**config.mk**
```make
export PLATFORM = sky130hd
export DESIGN_NAME = control_turnos
export DESIGN_NICKNAME = d
export VERILOG_FILES = /design/src/rtl/control_turnos.sv
export SDC_FILE = /design/constraint.sdc
export NUM_CORES = 1
export LEC_CHECK = 0
export BUFFER_PORTS_ARGS = -buffer_cell sky130_fd_sc_hd__clkbuf_2
export CAP_MARGIN = 25
export CORE_MARGIN = 1.5
export CORE_UTILIZATION = 28
export CTS_CLUSTER_DIAMETER = 40
export DETAILED_ROUTE_END_ITERATION = 6
export PLACE_DENSITY_LB_ADDON = 0.05
export SLEW_MARGIN = 20
export SYNTH_ARGS = -nofsm -noshare
export SYNTH_HDL_FRONTEND = slang
export SYNTH_SLANG_ARGS = --single-unit
```
**constraint.sdc**
```tcl
create_clock -name clk -period 5.6 [get_ports clk]
set_input_delay 0 -clock clk [delete_from_list [all_inputs] [get_ports clk]]
set_output_delay 0 -clock clk [all_outputs]
set_load 0.005 [all_outputs]
```
**src/rtl/control_turnos.sv**
```systemverilog
// rtl/control_turnos.sv - turn controller for a 3x3 board: validates moves, writes cells, detects win/draw
module control_turnos (
    input  logic       clk,
    input  logic       reset,
    input  logic       mov_valido,
    input  logic [3:0] mov_celda,
    input  logic       reiniciar,
    output logic [8:0] we_celda,
    output logic [5:0] dato_celda,
    output logic       listo,
    output logic       turno,
    output logic       mov_invalido,
    output logic       fin,
    output logic [1:0] ganador
);

    localparam logic [5:0] COD_VACIO = 6'd0;
    localparam logic [5:0] COD_X     = 6'd1;
    localparam logic [5:0] COD_O     = 6'd2;

    typedef enum logic [2:0] {
        LIMPIA,
        ESPERA,
        VALIDA,
        ESCRIBE,
        EVALUA,
        FIN
    } estado_t;

    estado_t          estado, estado_n;
    logic [8:0][1:0]  espejo, espejo_n;   // 00 empty, 01 X, 10 O
    logic [3:0]       cuenta, cuenta_n;
    logic [3:0]       celda, celda_n;

    logic [8:0]       we_n;
    logic [5:0]       dato_n;
    logic             listo_n, turno_n, inv_n, fin_n;
    logic [1:0]       ganador_n;

    logic [8:0]       sel;                 // one-hot of latched index, all zero when index > 8
    logic [8:0]       ocupadas;
    logic [1:0]       marca;

    // True when every cell of some row, column or diagonal holds code c
    function automatic logic hay_linea(input logic [8:0][1:0] m, input logic [1:0] c);
        logic [8:0] e;
        for (int i = 0; i < 9; i++) begin
            e[i] = (m[i] == c);
        end
        return (&e[2:0]) | (&e[5:3]) | (&e[8:6]) |
               (e[0] & e[3] & e[6]) | (e[1] & e[4] & e[7]) | (e[2] & e[5] & e[8]) |
               (e[0] & e[4] & e[8]) | (e[2] & e[4] & e[6]);
    endfunction

    // Decode latched index and occupancy for the validity check and write enable
    always_comb begin
        sel      = '0;
        ocupadas = '0;
        for (int i = 0; i < 9; i++) begin
            sel[i]      = (celda == 4'(i));
            ocupadas[i] = |espejo[i];
        end
        marca = turno ? 2'b10 : 2'b01;
    end

    // Next state and next registered outputs; reiniciar overrides every state but LIMPIA
    always_comb begin
        estado_n  = estado;
        we_n      = '0;
        dato_n    = COD_VACIO;
        listo_n   = listo;
        inv_n     = 1'b0;
        turno_n   = turno;
        fin_n     = fin;
        ganador_n = ganador;
        espejo_n  = espejo;
        cuenta_n  = cuenta;
        celda_n   = celda;
        if (reiniciar && (estado != LIMPIA)) begin
            // Enter LIMPIA with the clear strobe already on the cell registers
            estado_n  = LIMPIA;
            we_n      = 9'h1FF;
            listo_n   = 1'b0;
            turno_n   = 1'b0;
            fin_n     = 1'b0;
            ganador_n = 2'b00;
            espejo_n  = '0;
            cuenta_n  = '0;
        end else begin
            unique case (estado)
                LIMPIA: begin
                    turno_n   = 1'b0;
                    fin_n     = 1'b0;
                    ganador_n = 2'b00;
                    espejo_n  = '0;
                    cuenta_n  = '0;
                    listo_n   = 1'b0;
                    // After reset the strobe has not been issued yet; issue it, then leave
                    if (we_celda == 9'h1FF) begin
                        estado_n = ESPERA;
                        listo_n  = 1'b1;
                    end else begin
                        we_n = 9'h1FF;
                    end
                end
                ESPERA: begin
                    if (mov_valido) begin
                        celda_n  = mov_celda;
                        listo_n  = 1'b0;
                        estado_n = VALIDA;
                    end
                end
                VALIDA: begin
                    if ((sel == 9'd0) || ((sel & ocupadas) != 9'd0)) begin
                        inv_n    = 1'b1;
                        listo_n  = 1'b1;
                        estado_n = ESPERA;
                    end else begin
                        // Write strobe and mirror update land together so the mirror tracks the board
                        we_n     = sel;
                        dato_n   = turno ? COD_O : COD_X;
                        for (int i = 0; i < 9; i++) begin
                            if (sel[i]) begin
                                espejo_n[i] = marca;
                            end
                        end
                        cuenta_n = cuenta + 4'd1;
                        estado_n = ESCRIBE;
                    end
                end
                ESCRIBE: begin
                    estado_n = EVALUA;
                end
                EVALUA: begin
                    if (hay_linea(espejo, marca)) begin
                        fin_n     = 1'b1;
                        ganador_n = marca;
                        estado_n  = FIN;
                    end else if (cuenta == 4'd9) begin
                        fin_n     = 1'b1;
                        ganador_n = 2'b11;
                        estado_n  = FIN;
                    end else begin
                        turno_n  = ~turno;
                        listo_n  = 1'b1;
                        estado_n = ESPERA;
                    end
                end
                FIN: begin
                    listo_n = 1'b0;
                end
                default: begin
                    estado_n = LIMPIA;
                end
            endcase
        end
    end

    // State, mirror and registered outputs
    always_ff @(posedge clk) begin
        if (reset) begin
            estado       <= LIMPIA;
            we_celda     <= '0;
            dato_celda   <= COD_VACIO;
            listo        <= 1'b0;
            turno        <= 1'b0;
            mov_invalido <= 1'b0;
            fin          <= 1'b0;
            ganador      <= 2'b00;
            espejo       <= '0;
            cuenta       <= '0;
            celda        <= '0;
        end else begin
            estado       <= estado_n;
            we_celda     <= we_n;
            dato_celda   <= dato_n;
            listo        <= listo_n;
            turno        <= turno_n;
            mov_invalido <= inv_n;
            fin          <= fin_n;
            ganador      <= ganador_n;
            espejo       <= espejo_n;
            cuenta       <= cuenta_n;
            celda        <= celda_n;
        end
    end

endmodule

```
==> metrics.md, run 1 <==
| Metric | Value |
|---|---|
| Met3 wire length | `341 µm` |
| CP Class | `reg2reg` |
| Storage cell area | `920.9 µm²` |
| Starting Density | `29.31%` |
| Post-CTS Hold Buffers | `4` |
| Worst Path Required | `5780 ps` |
| Adder-Cell Fraction of Synth Area | `1.024%` |
| DRC violations left | `0` |
| Hold slack | `75.90 ps` |
| Final ANT Viol Nets | `0` |
| Hold Vio Cnt, Final | `0` |
| Mapped Cells | `285` |
| Worst vdd ir | `93.73 µV` |
| Yosys cell types | `53` |
| Xor/xnor share of the synthesized area | `0%` |
| Main flop type after synthesis | `dfxtp_1` |
| Critical path's slowest cell | `nor2_1` |
| DRT Pass-1 Iters | `4` |
| Avg Cell Area, Syn | `8.578 µm²` |
| Top cell family by delay on the critical path | `simple AND/OR/NAND/NOR gates` |
| Outcome | `finished, final reports clean` |
| Largest net degree at the start of global routing | `28` |
| Share of layout cells above drive strength 1 | `17.11%` |
| Area of the core | `8341 µm²` |
| Min-Delay Path Class | `in2reg` |
| Initial antenna violation count | `0` |
| Synth top area cells | `dfxtp_1 (38%), a21oi_1 (5.1%), mux2i_1 (4.9%)` |
| CTS Buffer Depth | `2` |
| Fraction of registers with async set/reset | `0%` |
| Tcrit/Tclk final | `48.76%` |
| GPL Wtd Cong | `0.7500` |
| Number of synthesized flops with an enable pin | `0` |
| Area grow syn2layout | `11.82%` |
| Wire length per cell | `15.75 µm` |
| Main combinational cell family by area after synthesis | `simple AND/OR/NAND/NOR gates` |
| Met1 Routed Length | `3277 µm` |
| Die height | `96.44 µm` |
| CP Data Arrival Time | `2910 ps` |
| Vias per cell | `5.235` |
| Worst setup SP type | `register` |
| Cell Area, Placed | `2589 µm²` |
| Cell with the most instances after synthesis | `dfxtp_1` |
| Total routed wirelength | `6440 µm` |
| Die area | `9301 µm²` |
| Fillers | `916` |
| Tmin final | `2731 ps` |
| Reg-to-Reg Start | `celda[1]` |
| Worst slew margin | `41.43%` |
| First-pass GRT wire length | `10620 µm` |
| CTS root buf | `clkbuf_8` |
| Pins Over Slew Limit | `0` |
| DP HPWL | `4771 µm` |
| Post-synthesis compound-gate area fraction | `21.03%` |
| Crit path from | `celda[1]` |
| Hold_sp | `reset` |
| Overflow after GRT | `0` |
| Max Freq | `366.2 MHz` |
| Synth top area share | `37.67%` |
| Post-route cell area | `2734 µm²` |
| Seq cells post-synth | `46` |
| Rows | `33` |
| Count of input and output buffers | `24` |
| Max_cap viols | `0` |
| Critical path buffer and inverter count | `0` |
| CTS tree | `yes` |
| P_leak | `1.007 nW` |
| CTS buffer count | `5` |
| Proportion of synthesized area in mux cells | `4.913%` |
| Setup TNS Final | `0 ps` |
| Met2 Routed Length | `2753 µm` |
| Clk_lat worst skew | `300 ps` |
| Antenna cell count | `0` |
| Top Metal Used | `met4` |
| Setup violators final | `0` |
| Top post-synthesis cells by count | `dfxtp_1 (46), nor2_1 (28), nand2_1 (26)` |
| Gr usage total | `15.06%` |
| H-tree level count | `2` |
| Clock Pin Slew Worst Setup and Hold Paths | `90 ps` |
| Die W | `96.44 µm` |
| Nets@finish | `313` |
| Critical path, cell by cell | `nand4bb_1 -> o22ai_2 -> a211oi_2 -> nand3_4 -> nor2_1 -> a31oi_1 -> mux2i_1` |
| Yosys warnings | `0` |
| Slew @ Worst Pin | `875.3 ps` |
| DR vias | `2141` |
| Post-synthesis sequential area ratio | `37.67%` |
| Post-CTS Resized | `0` |
| I/O pin total | `29` |
| Post-synth top area cell | `dfxtp_1` |
| RSZ-0062 raised after global routing | `no` |
| CP Max Fanout | `14` |
| PD cells | `212.1 nW/µm²` |
| Vias in the first global route | `1944` |
| Mapped cell area | `2445 µm²` |
| CTS Sinks | `46` |
| Multi-input gate area | `1398 µm²` |
| Setup Buffers After CTS | `0` |
| Simple-gate share of the synthesized area | `29.43%` |
| Starting DRC count in detailed routing | `120` |
| Slowest Stage Delay on Critical Path | `720 ps` |
| Worst Setup End Kind | `register` |
| Skew final | `11.99 ps` |
==> power by group <==
| part | total (mW) | switching, mW | internal [mW] |
|---|---|---|---|
| combinational | 0.0202 | 0.0119 | 0.00830 |
| sequential | 0.332 | 0.00195 | 0.330 |
| clock | 0.227 | 0.114 | 0.113 |
| total | 0.580 | 0.128 | 0.452 |
==> final timing paths <==
check,depth (start not counted),slack (ps),to
setup reg to reg,7,2870,espejo[17]
setup / recovery,7,2870,espejo[17]
hold reg to reg,2,460,ganador[1]
hold / removal,2,80,we_celda[2]
==> registers in the layout, summed over array words and instances, names as in the netlist <==
| signal | flops |
|---|---|
| celda | 4 |
| cuenta | 4 |
| dato_celda | 2 |
| espejo | 18 |
| estado | 3 |
| fin | 1 |
| ganador | 2 |
| listo | 1 |
| mov_invalido | 1 |
| turno | 1 |
| we_celda | 9 |
==> stage by stage <==
step / util, % / std cells / worst slack [ps] / power [mW]
3_3_place_gp: 31.04 / 397 / 2865 / 0.3588
4_1_cts: 32.78 / 409 / 2872 / 0.5898
6_report: 32.78 / 409 / 2869 / 0.5798
2_1_floorplan: - / 288 / 3634 / 0.3503
3_5_place_dp: 31.04 / 397 / 2908 / 0.3581
5_1_grt: 32.78 / 409 / 2615 / 0.6076
==> logic make-up (layout without fill, tap and decap cells) <==
group                    Yosys count  after routing
AO/OA/AOI/OAI                     75             75
buffers and inverters             24             40
flip-flops                        46             46
multiplexers                      12             12
other                              1              4
adder cells (fa/ha/maj)            2              2
AND/OR/NAND/NOR                  125            125
==> placed cells by master (no fill, tap or decap), types with 3 or more instances in the layout <==
cell           synthesis  final
dfxtp_1               46     46
nor2_1                28     28
nand2_1               26     26
a21oi_1               25     24
clkbuf_2               0     24
mux2i_1               12     12
nand2b_1              12     12
o21ai_0               11     11
a32o_1                10     10
nand3_1               10     10
o22ai_1                9      9
nor3_1                 8      8
clkbuf_8               0      7
nor3b_1                5      5
nand3b_1               5      5
and2_1                 4      4
conb_1                 1      4
dlygate4sd3_1          0      4
or3_1                  3      3
nor3_4                 3      3
nor4_1                 3      3
nand4_1                3      3
==> per-layer routing <==
layer | vias up | global-route usage (%)
met2 | 54 | 22.20
met3 | 5 | 2.660
met4 | 0 | 3.986
met5 | - | 0
met1 | 1011 | 22.36
li1 | 1071 | -
==> cell type report <==
cell class	count	area share (%)
clock buffers	7	3.524
clock inverters	1	0.3204
inverters	3	0.4119
multi-input cells	218	51.12
flip-flops and latches	46	33.68
well taps	105	4.805
repair buffers	29	6.133
No activity file was read; power rests on OpenSTA's default activity.
==> inputs of run 2 (changes only) <==
==> constraint.sdc (replaced) <==
create_clock -name clk -period 2.6 [get_ports clk]
set_input_delay 0 -clock clk [delete_from_list [all_inputs] [get_ports clk]]
set_output_delay 0 -clock clk [all_outputs]
set_load 0.005 [all_outputs]
==> metrics.md, run 2 (same netlist as run 1, synthesis figures left out) <==
| Metric | Value |
|---|---|
| Outcome | `finished, final reports clean` |
| Starting Density | `29.31%` |
| Overflow after GRT | `0` |
| Vias in the first global route | `2039` |
| Top flop regs | `espejo x18, we_celda x9` |
| P_leak | `1.090 nW` |
| Vias per cell | `5.165` |
| CTS tree | `yes` |
| Total routed wirelength | `6736 µm` |
| DP HPWL | `5118 µm` |
| Fillers | `911` |
| Final ANT Viol Nets | `0` |
| Hold Vio Cnt, Final | `0` |
| Skew final | `4.111 ps` |
| PD cells | `450.0 nW/µm²` |
| Slew @ Worst Pin | `662.9 ps` |
| CP Data Arrival Time | `2550 ps` |
| Die area | `9301 µm²` |
| Tmin final | `2327 ps` |
| Met2 Routed Length | `2821 µm` |
| Area grow syn2layout | `16.68%` |
| CTS Sinks | `46` |
| Worst Path Required | `2830 ps` |
| I/O pin total | `29` |
| First-pass GRT wire length | `11010 µm` |
| Max Freq | `429.8 MHz` |
| Setup TNS Final | `0 ps` |
| Starting DRC count in detailed routing | `134` |
| CTS Buffer Depth | `2` |
| Die height | `96.44 µm` |
| Worst Setup End Kind | `register` |
| RSZ-0062 raised after global routing | `no` |
| Initial antenna violation count | `0` |
| Setup violators final | `0` |
| Max reg flops | `18` |
| Hold slack | `76.61 ps` |
| Worst setup SP type | `register` |
| Top Metal Used | `met4` |
| Max_cap viols | `0` |
| H-tree level count | `2` |
| Clock Pin Slew Worst Setup and Hold Paths | `90 ps` |
| Die W | `96.44 µm` |
| CTS buffer count | `5` |
| Worst vdd ir | `208.7 µV` |
| CP Class | `reg2reg` |
| DRC violations left | `0` |
| DRT Pass-1 Iters | `5` |
| Largest net degree at the start of global routing | `20` |
| Antenna cell count | `0` |
| Commonest cells after routing, fill and taps aside | `dfxtp_1 (45), nor2_1 (28), nand2_1 (26)` |
| Wire length per cell | `15.89 µm` |
| Count of input and output buffers | `24` |
| Min-Delay Path Class | `in2reg` |
| Rows | `33` |
| Area of the core | `8341 µm²` |
| Worst slew margin | `54.54%` |
| DR vias | `2190` |
| Nets@finish | `328` |
| Clk_lat worst skew | `300 ps` |
| Largest reg by FF count | `espejo` |
| Share of layout cells above drive strength 1 | `21.32%` |
| CP Max Fanout | `11` |
| Met3 wire length | `277 µm` |
| Pre-CTS setup slack | `156.6 ps` |
| Gr usage total | `15.83%` |
| GPL Wtd Cong | `0.8181` |
| Pins Over Slew Limit | `0` |
| Tcrit/Tclk final | `89.49%` |
| Worst Setup Slack, final | `273.3 ps` |
| Commonest non-fill, non-tap cell in the layout | `dfxtp_1` |
| CTS root buf | `clkbuf_8` |
| Total Power | `1.284 mW` |
| Met1 Routed Length | `3558 µm` |
## run 2: cell count changes in the layout (fill, tap and decap cells not counted), sizes merged
cell	delta
buf	+15
clkbuf	+1
clkinv	-1
## run 2: critical path: stages (launching register included)
cell and delay (ps):
dfxtp_1 540, nand2b_2 240, nor3_1 70, a21oi_1 290
nand3_4 200, a211o_2 460, nor2_1 230, mux2i_1 220
## run 2: per-stage QoR
step	cell area [µm²]	std cells	utilization (%)
after floorplan	2456	288	-
after global placement	2701	412	32.39
after detailed placement	2701	412	32.39
after CTS	2851	424	34.19
after global routing	2853	424	34.20
final	2853	424	34.20
## run 2: per-layer routing
metal / up-vias / global-route usage [%]
met5: - / 0
met4: 0 / 3.744
met3: 8 / 2.660
met2: 56 / 23.48
met1: 1027 / 23.64
li1: 1099 / -
## run 2: report_power, final
group	switching (mW)	leakage (nW)	total [mW]	internal [mW]
clock network	0.251	0.0575	0.520	0.269
registers	0.00405	0.374	0.716	0.712
logic	0.0270	0.658	0.0479	0.0209
## run 2: worst paths after layout
path                            startpoint     endpoint  slack (ps)  depth (start not counted)
worst max register to register    celda[3]    espejo[5]         270                          7
worst min register to register  ganador[1]   ganador[1]         460                          2
worst min-delay path                 reset  we_celda[5]          80                          2
worst max-delay path              celda[3]    espejo[5]         270                          7
## run 2: layout make-up
class	count	area, µm²	share of cell area [%]
well taps	105	131.4	4.605
multi-input cells	218	1398	48.99
clock buffers	8	110.1	3.860
inverters	3	11.26	0.3947
flip-flops and latches	46	922.1	32.32
repair buffers	44	280.3	9.825
## run 2: timing repair
item,CTS,global route
buffers inserted,0,0
endpoints found under the setup margin,0,2
gates resized for setup,0,1
hold endpoints to repair,4,0
hold buffers,4,0
==> inputs of run 3 (changes only) <==
--- a/config.mk
+++ b/config.mk
@@ -12,6 +12,7 @@
 export CTS_CLUSTER_DIAMETER = 40
 export DETAILED_ROUTE_END_ITERATION = 6
 export PLACE_DENSITY_LB_ADDON = 0.05
+export REMOVE_ABC_BUFFERS = 1
 export SLEW_MARGIN = 20
 export SYNTH_ARGS = -nofsm -noshare
 export SYNTH_HDL_FRONTEND = slang
==> metrics.md, run 3 (same netlist as run 1, synthesis figures left out) <==
| Metric | Value |
|---|---|
| Setup TNS Final | `0 ps` |
| Multi-input gate area | `1398 µm²` |
| P_leak | `1.083 nW` |
| DP HPWL | `5179 µm` |
| Clk_lat worst skew | `310 ps` |
| Initial antenna violation count | `0` |
| Wire length per cell | `16.37 µm` |
| Post-CTS Hold Buffers | `4` |
| Tcrit/Tclk final | `92.30%` |
| Hold slack | `78.82 ps` |
| Tmin final | `2400 ps` |
| Hold_sp | `reset` |
| Worst R2R Path Depth | `7` |
| Critical path's slowest cell | `dfxtp_1` |
| Pins Over Slew Limit | `0` |
| Setup Buffers After CTS | `0` |
| Share of layout cells above drive strength 1 | `21.00%` |
| Top flop regs | `espejo x18, we_celda x9` |
| Worst vdd ir | `177.7 µV` |
| Cell Area, Placed | `2701 µm²` |
| DRT Pass-1 Iters | `4` |
| Clock Pin Slew Worst Setup and Hold Paths | `100 ps` |
| Count of input and output buffers | `24` |
| Critical path, cell by cell | `nand4bb_1 -> o22ai_2 -> a211oi_2 -> nand3_4 -> a21boi_2 -> o21ai_0 -> a32o_1` |
| DRC violations left | `0` |
| CTS Buffer Depth | `2` |
| CTS Sinks | `46` |
| PD cells | `463.2 nW/µm²` |
| Sw Share | `23.02%` |
| Fillers | `900` |
| Antenna cell count | `0` |
| Post-CTS Resized | `0` |
| Rows | `33` |
| Skew final | `7.688 ps` |
| Crit path from | `celda[3]` |
| Min-Delay Path Class | `in2reg` |
| Worst slew margin | `52.51%` |
| Reg power frac | `54.2%` |
| Comb pwr share | `3.6%` |
| Vias per cell | `5.151` |
| Storage cell area | `920.9 µm²` |
| CTS root buf | `clkbuf_8` |
| Pre-CTS setup slack | `211.3 ps` |
| Setup violators final | `0` |
| Slew @ Worst Pin | `692.5 ps` |
| Clk pwr share | `42.3%` |
| Hold Vio Cnt, Final | `0` |
| First-pass GRT wire length | `11400 µm` |
| Largest net degree at the start of global routing | `20` |
| Commonest non-fill, non-tap cell in the layout | `dfxtp_1` |
| Worst Path Required | `2800 ps` |
| Max Freq | `416.7 MHz` |
| RSZ-0062 raised after global routing | `no` |
| Worst Setup Slack, final | `200.1 ps` |
| Die height | `96.44 µm` |
| Outcome | `finished, final reports clean` |
| Commonest cells after routing, fill and taps aside | `dfxtp_1 (46), nor2_1 (28), nand2_1 (26)` |
| Slowest Stage Delay on Critical Path | `540 ps` |
| Min-Delay Path Depth | `2` |
| Worst Setup End Kind | `register` |
| Reg-to-Reg Start | `celda[3]` |
| Vias in the first global route | `2088` |
| Final ANT Viol Nets | `0` |
| CP Class | `reg2reg` |
| Overflow after GRT | `0` |
| Worst setup SP type | `register` |
| P_sw | `0.3044 mW` |
| Final core occ | `34.23%` |
| Largest reg by FF count | `espejo` |
| Area grow syn2layout | `16.79%` |
| Die W | `96.44 µm` |
| Max_cap viols | `0` |
| Max reg flops | `18` |
| DR vias | `2184` |
| GPL Wtd Cong | `0.7326` |
| CP Data Arrival Time | `2600 ps` |
| H-tree level count | `2` |
| Hold EP | `we_celda[8]` |
| I/O pin total | `29` |
| Starting Density | `29.31%` |
| Nets@finish | `328` |
| CP Max Fanout | `11` |
| Total routed wirelength | `6940 µm` |
| Area of the core | `8341 µm²` |
| CTS buffer count | `5` |
| Die area | `9301 µm²` |
| Post-route cell area | `2855 µm²` |
| Pint | `1.018 mW` |
| Reg2reg end | `espejo[11]` |
| Starting DRC count in detailed routing | `125` |
| CTS tree | `yes` |
| Gr usage total | `16.34%` |
| Flop2flop setup slack | `200 ps` |
## run 3: cell count changes in the layout (fill, tap and decap cells not counted)
| cell | previous run | this run |
|---|---|---|
| bufinv_16 | 0 | 1 |
| clkbuf_8 | 8 | 5 |
| dfxtp_2 | 1 | 0 |
| clkinvlp_4 | 0 | 2 |
| dfxtp_1 | 45 | 46 |
## run 3: area by class of cell
cell class / instances / share of cell area [%]
multi-input combinational: 218 / 48.95
sequential: 46 / 32.25
timing repair buffer: 44 / 9.816
tap: 105 / 4.601
clock buffer: 5 / 2.410
clock inverter: 3 / 1.578
inverter: 3 / 0.3944
## run 3: power by group through the flow
stage	Clock (mW)	Combinational, mW	Sequential (mW)
finish	0.559	0.0474	0.716
global route	0.614	0.0525	0.717
CTS	0.578	0.0478	0.716
detailed placement	0	0.0429	0.732
global placement	0	0.0434	0.732
floorplan	0	0.0143	0.733
## run 3: how the worst max path moves through the flow
stage,to,slack (ps),cells after the start
after floorplan,espejo[2],200,4
after global placement,espejo[14],220,7
after detailed placement,espejo[11],210,8
after CTS,espejo[11],190,7
after global routing,espejo[10],3,7
final,espejo[11],200,7
## run 3: per-layer routing
layer	up-vias	global-route usage (%)	share of wire [%]
met5	-	0	0
met4	0	3.623	0.85
met3	6	3.521	2.3
met2	37	24.65	44
met1	1037	23.67	53
li1	1104	-	-
## run 3: stage by stage
step,power (mW),std cells
6_report,1.322,424
5_1_grt,1.384,424
4_1_cts,1.342,424
3_5_place_dp,0.7751,412
3_3_place_gp,0.7757,412
2_1_floorplan,0.7469,267
## run 3: worst max-delay path, delay by kind of cell (launching register included)
kind	cells	cell delay, ps
AO/OA/AOI/OAI	5	1300
flip-flops	1	540
AND/OR/NAND/NOR	2	440
